## src/rtl/cache_fill_if.sv

```systemverilog
// Miss/fill bus between the pipeline-side environment (master) and cache_fill_fsm (slave).
interface cache_fill_if #(
    parameter int ADDR_W          = 16,
    parameter int DATA_W          = 16,
    parameter int WORDS_PER_BLOCK = 8
) ();
    localparam int IDX_W = $clog2(WORDS_PER_BLOCK);

    logic              miss_detected;
    logic [ADDR_W-1:0] miss_address;
    logic              memory_data_valid;
    logic [DATA_W-1:0] memory_data;
    logic              fsm_busy;
    logic              memory_read_en;
    logic [ADDR_W-1:0] memory_address;
    logic              write_data_array;
    logic [IDX_W-1:0]  fill_word_index;
    logic [DATA_W-1:0] fill_data;
    logic              write_tag_array;
    logic [ADDR_W-1:0] fill_block_addr;

    modport master (
        output miss_detected, miss_address, memory_data_valid, memory_data,
        input  fsm_busy, memory_read_en, memory_address, write_data_array,
               fill_word_index, fill_data, write_tag_array, fill_block_addr
    );

    modport slave (
        input  miss_detected, miss_address, memory_data_valid, memory_data,
        output fsm_busy, memory_read_en, memory_address, write_data_array,
               fill_word_index, fill_data, write_tag_array, fill_block_addr
    );
endinterface

```

## src/rtl/cache_fill_fsm.sv

```systemverilog
// Cache miss fill: streams block reads to main memory, writes returned words, then the tag.
// Optional FILL_PERF_CNT_EN adds saturating miss_count / fill_cycles outputs.
module cache_fill_fsm #(
    parameter int ADDR_W          = 16,
    parameter int DATA_W          = 16,
    parameter int WORDS_PER_BLOCK = 8,
    parameter int OFFSET_W        = 4
) (
    input  logic               clk,
    input  logic               rst,
    cache_fill_if.slave        bus
`ifdef FILL_PERF_CNT_EN
    ,
    output logic [15:0]        miss_count,
    output logic [15:0]        fill_cycles
`endif
);
    localparam int IDX_W = $clog2(WORDS_PER_BLOCK);
    localparam logic [IDX_W:0]    ISSUE_MAX = (IDX_W+1)'(WORDS_PER_BLOCK);
    localparam logic [IDX_W-1:0]  LAST_IDX  = IDX_W'(WORDS_PER_BLOCK - 1);
    localparam logic [ADDR_W-1:0] WORD_B    = ADDR_W'(DATA_W / 8);
    localparam logic [ADDR_W-1:0] OFS_MASK  = ADDR_W'((1 << OFFSET_W) - 1);

    typedef enum logic {IDLE, FILL} state_t;

    state_t            state_q, state_d;
    logic [IDX_W:0]    issue_cnt_q, issue_cnt_d;
    logic [IDX_W-1:0]  recv_cnt_q, recv_cnt_d;
    logic [ADDR_W-1:0] fba_q, fba_d;

    always_ff @(posedge clk) begin
        if (rst) begin
            state_q     <= IDLE;
            issue_cnt_q <= '0;
            recv_cnt_q  <= '0;
            fba_q       <= '0;
        end else begin
            state_q     <= state_d;
            issue_cnt_q <= issue_cnt_d;
            recv_cnt_q  <= recv_cnt_d;
            fba_q       <= fba_d;
        end
    end

    always_comb begin
        state_d              = state_q;
        issue_cnt_d          = issue_cnt_q;
        recv_cnt_d           = recv_cnt_q;
        fba_d                = fba_q;
        bus.fsm_busy         = 1'b0;
        bus.memory_read_en   = 1'b0;
        bus.memory_address   = '0;
        bus.write_data_array = 1'b0;
        bus.fill_word_index  = '0;
        bus.fill_data        = '0;
        bus.write_tag_array  = 1'b0;
        case (state_q)
            IDLE: begin
                if (bus.miss_detected) begin
                    fba_d       = bus.miss_address & ~OFS_MASK;
                    issue_cnt_d = '0;
                    recv_cnt_d  = '0;
                    state_d     = FILL;
                end
            end
            FILL: begin
                bus.fsm_busy = 1'b1;
                if (issue_cnt_q < ISSUE_MAX) begin
                    bus.memory_read_en = 1'b1;
                    bus.memory_address = fba_q + ADDR_W'(issue_cnt_q) * WORD_B;
                    issue_cnt_d        = issue_cnt_q + 1'b1;
                end
                // Returns arrive in issue order, so recv_cnt alone names the slot.
                if (bus.memory_data_valid) begin
                    bus.write_data_array = 1'b1;
                    bus.fill_word_index  = recv_cnt_q;
                    bus.fill_data        = bus.memory_data;
                    if (recv_cnt_q == LAST_IDX) begin
                        bus.write_tag_array = 1'b1;
                        state_d             = IDLE;
                    end else begin
                        recv_cnt_d = recv_cnt_q + 1'b1;
                    end
                end
            end
            default: state_d = IDLE;
        endcase
    end

    assign bus.fill_block_addr = fba_q;

`ifdef FILL_PERF_CNT_EN
    logic [15:0] miss_count_q, fill_cycles_q;

    always_ff @(posedge clk) begin
        if (rst) begin
            miss_count_q  <= '0;
            fill_cycles_q <= '0;
        end else begin
            if (state_q == IDLE && bus.miss_detected && miss_count_q != 16'hFFFF)
                miss_count_q <= miss_count_q + 16'd1;
            if (state_q == FILL && fill_cycles_q != 16'hFFFF)
                fill_cycles_q <= fill_cycles_q + 16'd1;
        end
    end

    assign miss_count  = miss_count_q;
    assign fill_cycles = fill_cycles_q;
`endif
endmodule

```

## src/flat_wrapper.sv

```systemverilog
// flat-port wrapper written by rule: the top's interface ports become plain ports
module cache_fill_fsm_flat 
#(
    parameter int ADDR_W          = 16,
    parameter int DATA_W          = 16,
    parameter int WORDS_PER_BLOCK = 8,
    parameter int OFFSET_W        = 4
)
  (clk, rst, bus_miss_detected, bus_miss_address, bus_memory_data_valid, bus_memory_data, bus_fsm_busy, bus_memory_read_en, bus_memory_address, bus_write_data_array, bus_fill_word_index, bus_fill_data, bus_write_tag_array, bus_fill_block_addr);
  cache_fill_if #(.ADDR_W(ADDR_W), .DATA_W(DATA_W), .WORDS_PER_BLOCK(WORDS_PER_BLOCK)) bus_i ();
  input  logic clk;
  input  logic rst;
  input wire logic [$bits(bus_i.miss_detected)-1:0] bus_miss_detected;
  input wire logic [$bits(bus_i.miss_address)-1:0] bus_miss_address;
  input wire logic [$bits(bus_i.memory_data_valid)-1:0] bus_memory_data_valid;
  input wire logic [$bits(bus_i.memory_data)-1:0] bus_memory_data;
  output wire logic [$bits(bus_i.fsm_busy)-1:0] bus_fsm_busy;
  output wire logic [$bits(bus_i.memory_read_en)-1:0] bus_memory_read_en;
  output wire logic [$bits(bus_i.memory_address)-1:0] bus_memory_address;
  output wire logic [$bits(bus_i.write_data_array)-1:0] bus_write_data_array;
  output wire logic [$bits(bus_i.fill_word_index)-1:0] bus_fill_word_index;
  output wire logic [$bits(bus_i.fill_data)-1:0] bus_fill_data;
  output wire logic [$bits(bus_i.write_tag_array)-1:0] bus_write_tag_array;
  output wire logic [$bits(bus_i.fill_block_addr)-1:0] bus_fill_block_addr;
  assign bus_i.miss_detected = bus_miss_detected;
  assign bus_i.miss_address = bus_miss_address;
  assign bus_i.memory_data_valid = bus_memory_data_valid;
  assign bus_i.memory_data = bus_memory_data;
  assign bus_fsm_busy = bus_i.fsm_busy;
  assign bus_memory_read_en = bus_i.memory_read_en;
  assign bus_memory_address = bus_i.memory_address;
  assign bus_write_data_array = bus_i.write_data_array;
  assign bus_fill_word_index = bus_i.fill_word_index;
  assign bus_fill_data = bus_i.fill_data;
  assign bus_write_tag_array = bus_i.write_tag_array;
  assign bus_fill_block_addr = bus_i.fill_block_addr;
  cache_fill_fsm #(.ADDR_W(ADDR_W), .DATA_W(DATA_W), .WORDS_PER_BLOCK(WORDS_PER_BLOCK), .OFFSET_W(OFFSET_W)) u_core (.clk(clk), .rst(rst), .bus(bus_i));
endmodule
```

## config.mk

```make
export PLATFORM = sky130hd
export DESIGN_NAME = cache_fill_fsm_flat
export DESIGN_NICKNAME = d
export VERILOG_FILES = /design/src/rtl/cache_fill_if.sv /design/src/rtl/cache_fill_fsm.sv /design/src/flat_wrapper.sv
export SDC_FILE = /design/constraint.sdc
export NUM_CORES = 1
export LEC_CHECK = 0
export ABC_AREA = 1
export BUFFER_PORTS_ARGS = -buffer_cell sky130_fd_sc_hd__buf_2
export CELL_PAD_IN_SITES_DETAIL_PLACEMENT = 1
export CELL_PAD_IN_SITES_GLOBAL_PLACEMENT = 1
export CORE_AREA = 2 2 76 78
export DETAILED_ROUTE_END_ITERATION = 16
export DIE_AREA = 0 0 78 80
export PLACE_DENSITY_LB_ADDON = 0.1
export RECOVER_POWER = 50
export REMOVE_ABC_BUFFERS = 1
export SLEW_MARGIN = 20
export SYNTH_ARGS = -nofsm -noshare
export SYNTH_HDL_FRONTEND = slang
export SYNTH_SLANG_ARGS = --single-unit
```

## constraint.sdc

```tcl
create_clock -name clk -period 1.08 [get_ports clk]
set_input_delay 0.054 -clock clk [delete_from_list [all_inputs] [get_ports clk]]
set_output_delay 0.054 -clock clk [all_outputs]
set_load 0.01 [all_outputs]
```

# Word level (Yosys, flattened, before mapping)
# Index checks and enable logic that the tools add are counted.
[word_totals] regBits=20 in_bits=36 output_inout_bits=55 elab_cells=42
[classes] add_sub_neg=3 n_lt_le_gt_ge=1 eq_ne=5 muxes=25 bitwise_logic=1 reduce_logical=3
[op_table] cell="$mux W16" n=4
[op_table] cell="$add A16 B5 Y16" n=1
[op_table] cell="$mux W3" n=5
[op_table] cell="$mux W1" n=11
[op_table] cell="$mux W4" n=2
[op_table] cell="$ne A2 B2 Y1 const B" n=4
[op_table] cell="$pmux W4 S2" n=1
[op_table] cell="$pmux W3 S2" n=1
[op_table] cell="$add A4 B1 Y4 const B" n=1
[op_table] cell="$lt A4 B4 Y1 const B" n=1
[op_table] cell="$reduce_and A2 Y1" n=2
[op_table] cell="$add A3 B1 Y3 const B" n=1
[op_table] cell="$eq A3 B3 Y1 const B" n=1
[op_table] cell="$reduce_and A3 Y1" n=1
[op_table] cell="$pmux W1 S2" n=1
[op_table] cell="$not A1 Y1" n=1

# Depth between registers and ports, before layout
[logic_depth] ltp_word=4 ltp_mapped=8 depth_no_buf=8

# Worst setup path before layout
# OpenSTA, ideal clock, no wires.
[synth_timing] path_type="reg2out" start="reg u_core.fba_q[4], in the netlist u_core.bus.fill_block_addr[4]" end="out bus_memory_address[12]" t_arrival_ps=1040 required_ps=1026 setup_slack_ps=-14 path_stages_with_launch=8 path_buffers=0 path_cell_list="dfxtp_1 -> nand2_1 -> inv_1 -> ha_1 -> nand2_1 -> nor2_1 -> a21oi_1 -> nor2_1"
[synth_via] elab_chain_len=3
[synth_rtl] element="start: declaration" line="cache_fill_fsm.sv:29" text="logic [ADDR_W-1:0] fba_q, fba_d;"
[synth_rtl] element="start signal: assignment" line="cache_fill_fsm.sv:36" text="fba_q <= '0;"
[synth_rtl] element="start signal: assignment" line="cache_fill_fsm.sv:41" text="fba_q <= fba_d;"
[synth_rtl] element="$add A16 B5 Y16" line="cache_fill_fsm.sv:70" text="bus.memory_address = fba_q + ADDR_W'(issue_cnt_q) * WORD_B;"
[synth_rtl] element="$mux W16" line="cache_fill_fsm.sv:68" text="if (issue_cnt_q < ISSUE_MAX) begin"
[synth_rtl] element="$mux W16" line="cache_fill_fsm.sv:57" text="case (state_q)"
[synth_rtl] element="end: declaration" line="flat_wrapper.sv:19" text="output wire logic [$bits(bus_i.memory_address)-1:0] bus_memory_address;"
# No other way between the ends.

# Final worst setup path
[layout_timing] start="reg u_core.issue_cnt_q[3]" end="out bus_memory_address[11]"
[layout_via] elab_chain_len=3 word_cells_on_any_way=4 classes_between="add/sub: 1; order compare: 1; mux: 2"
[layout_rtl] element="start: declaration" line="cache_fill_fsm.sv:27" text="logic [IDX_W:0] issue_cnt_q, issue_cnt_d;"
[layout_rtl] element="start signal: assignment" line="cache_fill_fsm.sv:39" text="issue_cnt_q <= issue_cnt_d;"
[layout_rtl] element="$add A16 B5 Y16 / $lt A4 B4 Y1 (equally long branches)" line="cache_fill_fsm.sv:70, cache_fill_fsm.sv:68"
[layout_rtl] element="$mux W16 (*)" line="cache_fill_fsm.sv:68"
[layout_rtl] element="$mux W16 (*)" line="cache_fill_fsm.sv:57"
# Mark *: on every way between the ends. The rest lies on a longest branch, timed or not.

==> impl_metrics.csv <==
group,metric,value,unit
layout,syn2layout_area_growth,126,%
detailed_routing,via_per_inst,4.15,
sta,final_hold_viol_count,0,
clocking,cts.path.max_buffers,2,
power,p_total,2.20,mW
setup_path,rrSetupSlack,-0.18,ns
power,seqPwrFrac,0.377,
setup_path,r2r_cells,7,
sta,fmax,0.723,GHz
global_routing,grt_use_total,0.144,
outcome,status,"finished with violations",
global_routing,grt_pass1_wl,7.22,mm
die,ios,91,
hold_path,hold_path_depth,3,
setup_path,critPathRequiredTime,1.03,ns
die,rows,27,
synthesis,syn_area_per_cell,6.19,sq um
power,ir_drop,0.449,mV
sta,setup_violations,57,
die,die_x,78,um
die,core,5410,sq um
place,gp_congestion,0.718,
layout,final_layout_size_suffix_gt1_frac,0.666,
sta,period_share,1.28,
clocking,hold_buffers,0,
detailed_routing,ant_nets,0,
power,p_clk_frac,0.272,
clocking,cts.reportedPaths.clkPinSlew,0.08,ns
place,portBuffers,81,
layout,fillers,668,
clocking,cts-root-buf,"clkbuf_8",
setup_path,cp_max_fo,5,
global_routing,antenna_found_initial,0,
die,die-area,6240,sq um
sta,setup_tns,-8.94,ns
power,internal-power,1.49,mW
place,dp_cells,352,
outcome,violations,"setup timing",
synthesis,syn_inst,187,
global_routing,grt_pass1_vias,1559,
clocking,numClockSinks,20,
run,cap_viol_max_count,0,
power,power.density,841,nW/um^2
detailed_routing,drt_iter0_markers,19,
detailed_routing,drc,0,
die,die_h,80,um
global_routing,grt-ovfl-total,0,
detailed_routing,wl,4.82,mm
synthesis,ys_types,15,
power,p_leak,1.21,nW
setup_path,crit_path_start_kind,"flop",
synthesis,synth_area,1160,sq um
detailed_routing,firstDrtPassIters,3,
setup_path,cp-end-kind,"output port",
synthesis,yosys_warnings,0,
sta,slew_viol_final,0,
clocking,cts_buffers,3,
detailed_routing,vias,1540,
place,dp.final_hpwl,3.22,mm
global_routing,grt_start_max_net_pins,16,
layout,diodes,0,
hold_path,min_path_type,"in -> reg",
layout,fin_nets,340,
synthesis,ys_seq_area_frac,0.346,
place,pre_cts_ws,-0.110,ns
setup_path,cp_data_arrival_time,1.33,ns
layout,final_common_cell,"buf_2",
die,start_util,0.214,
power,combPwrFrac,0.352,
sta,layout_min_cycle_time,1.38,ns
detailed_routing,wl_per_cell,13.0,um
sta,rsz0062_at_grt,"true",
setup_path,critPathKind,"reg -> out",
clocking,cts.htree.levels,1,
layout,instances_no_fill,371,
sta,fin_skew,0.00600,ns
clocking,cts_tree,"yes",
power,swShare,0.321,
power,p_switching,704,uW
layout,layout_common_cells,"buf_2 (57), inv_1 (35), buf_6 (30), nor2_4 (22), buf_4 (18)",
clocking,insertion_delay,0.26,ns
sta,fin_ws,-0.302,ns
synthesis,ys_seq_elements,20,
[cells by family (layout without fill, tap and decap cells)]
group | count (synthesis) | after routing | share of synthesized area
compound gates | 34 | 34 | 0.147
fa+ha+maj | 4 | 4 | 0.0432
buf+inv | 54 | 162 | 0.203
flops | 20 | 20 | 0.346
other cells | 1 | 5 | 0.00324
simple gates | 74 | 74 | 0.257
[per-layer routing]
metal | track usage | vias up | part of all wire
li1 | - | 776 | -
met1 | 0.169 | 712 | 0.40
met2 | 0.266 | 43 | 0.53
met3 | 0.0305 | 9 | 0.051
met4 | 0.0368 | 0 | 0.017
met5 | 0 | - | 0
[power by group through the flow]
stage,registers [mW],clock network (mW),logic (mW)
3_3_place_gp,0.834,0,0.457
5_1_grt,0.834,0.642,0.840
3_5_place_dp,0.835,0,0.459
2_1_floorplan,0.852,0,0.177
6_report,0.827,0.596,0.773
4_1_cts,0.824,0.612,0.610
[state kept, by name, summed over array words and instances (netlist names)]
name                        count
u_core.bus.fill_block_addr     12
u_core.recv_cnt_q               3
u_core.state_q                  1
u_core.issue_cnt_q              4
[path summary, 6_finish.rpt]
check	from	end
worst max-delay path	u_core.issue_cnt_q[3]$_SDFFE_PP0P_	bus_memory_address[11]
worst max register to register	u_core.state_q$_SDFF_PP0_	u_core.recv_cnt_q[0]$_SDFFE_PP0P_
worst min-delay path	bus_miss_address[5]	u_core.bus.fill_block_addr[5]$_SDFFE_PP0P_
worst min register to register	u_core.issue_cnt_q[2]$_SDFFE_PP0P_	u_core.issue_cnt_q[3]$_SDFFE_PP0P_
[synth_stat cells]
cell	n	area [sq um]
ha_1	4	50.1
nand2_1	18	67.6
buf_4	7	52.6
conb_1	1	3.75
buf_2	4	20.0
nand3_1	8	40.0
a21oi_1	19	95.1
clkbuf_2	1	5.00
nor2_1	43	161
inv_1	42	158
o21ai_0	15	75.1
nor2_2	2	12.5
nand2_2	1	6.26
dfxtp_1	20	400
nor3_1	2	10.0
[repair_timing]
action | CTS | global route
gates resized for setup | 80 | 96
setup buffers | 10 | 1
pin swaps | 12 | 17
endpoints found under the setup margin | 47 | 58
gates cloned | 3 | 1
[through the flow]
step                       util  area [sq um]  hold slack, ns
after detailed placement  0.324          1750           0.316
after global placement    0.324          1750           0.315
after floorplan               -          1090           0.123
after CTS                 0.404          2190          0.0220
final                     0.483          2610          0.0299
after global routing      0.483          2610          0.0336
[area by class of cell]
class                      instances  area (sq um)  area share
inverter                          42           173      0.0662
sequential                        20           414       0.159
timing repair buffer             116           956       0.366
tap                               72          90.1      0.0345
clock buffer                       4          55.1      0.0211
multi-input combinational        117           922       0.353
[critical path, stage by stage (launching register included)]
cell	delay, ns
dfxtp_2	0.33
buf_4	0.14
inv_4	0.06
nand2_8	0.08
buf_6	0.13
buf_4	0.11
nor2_1	0.08
buf_2	0.13
Note: power is estimated with default switching activity, not from simulation.
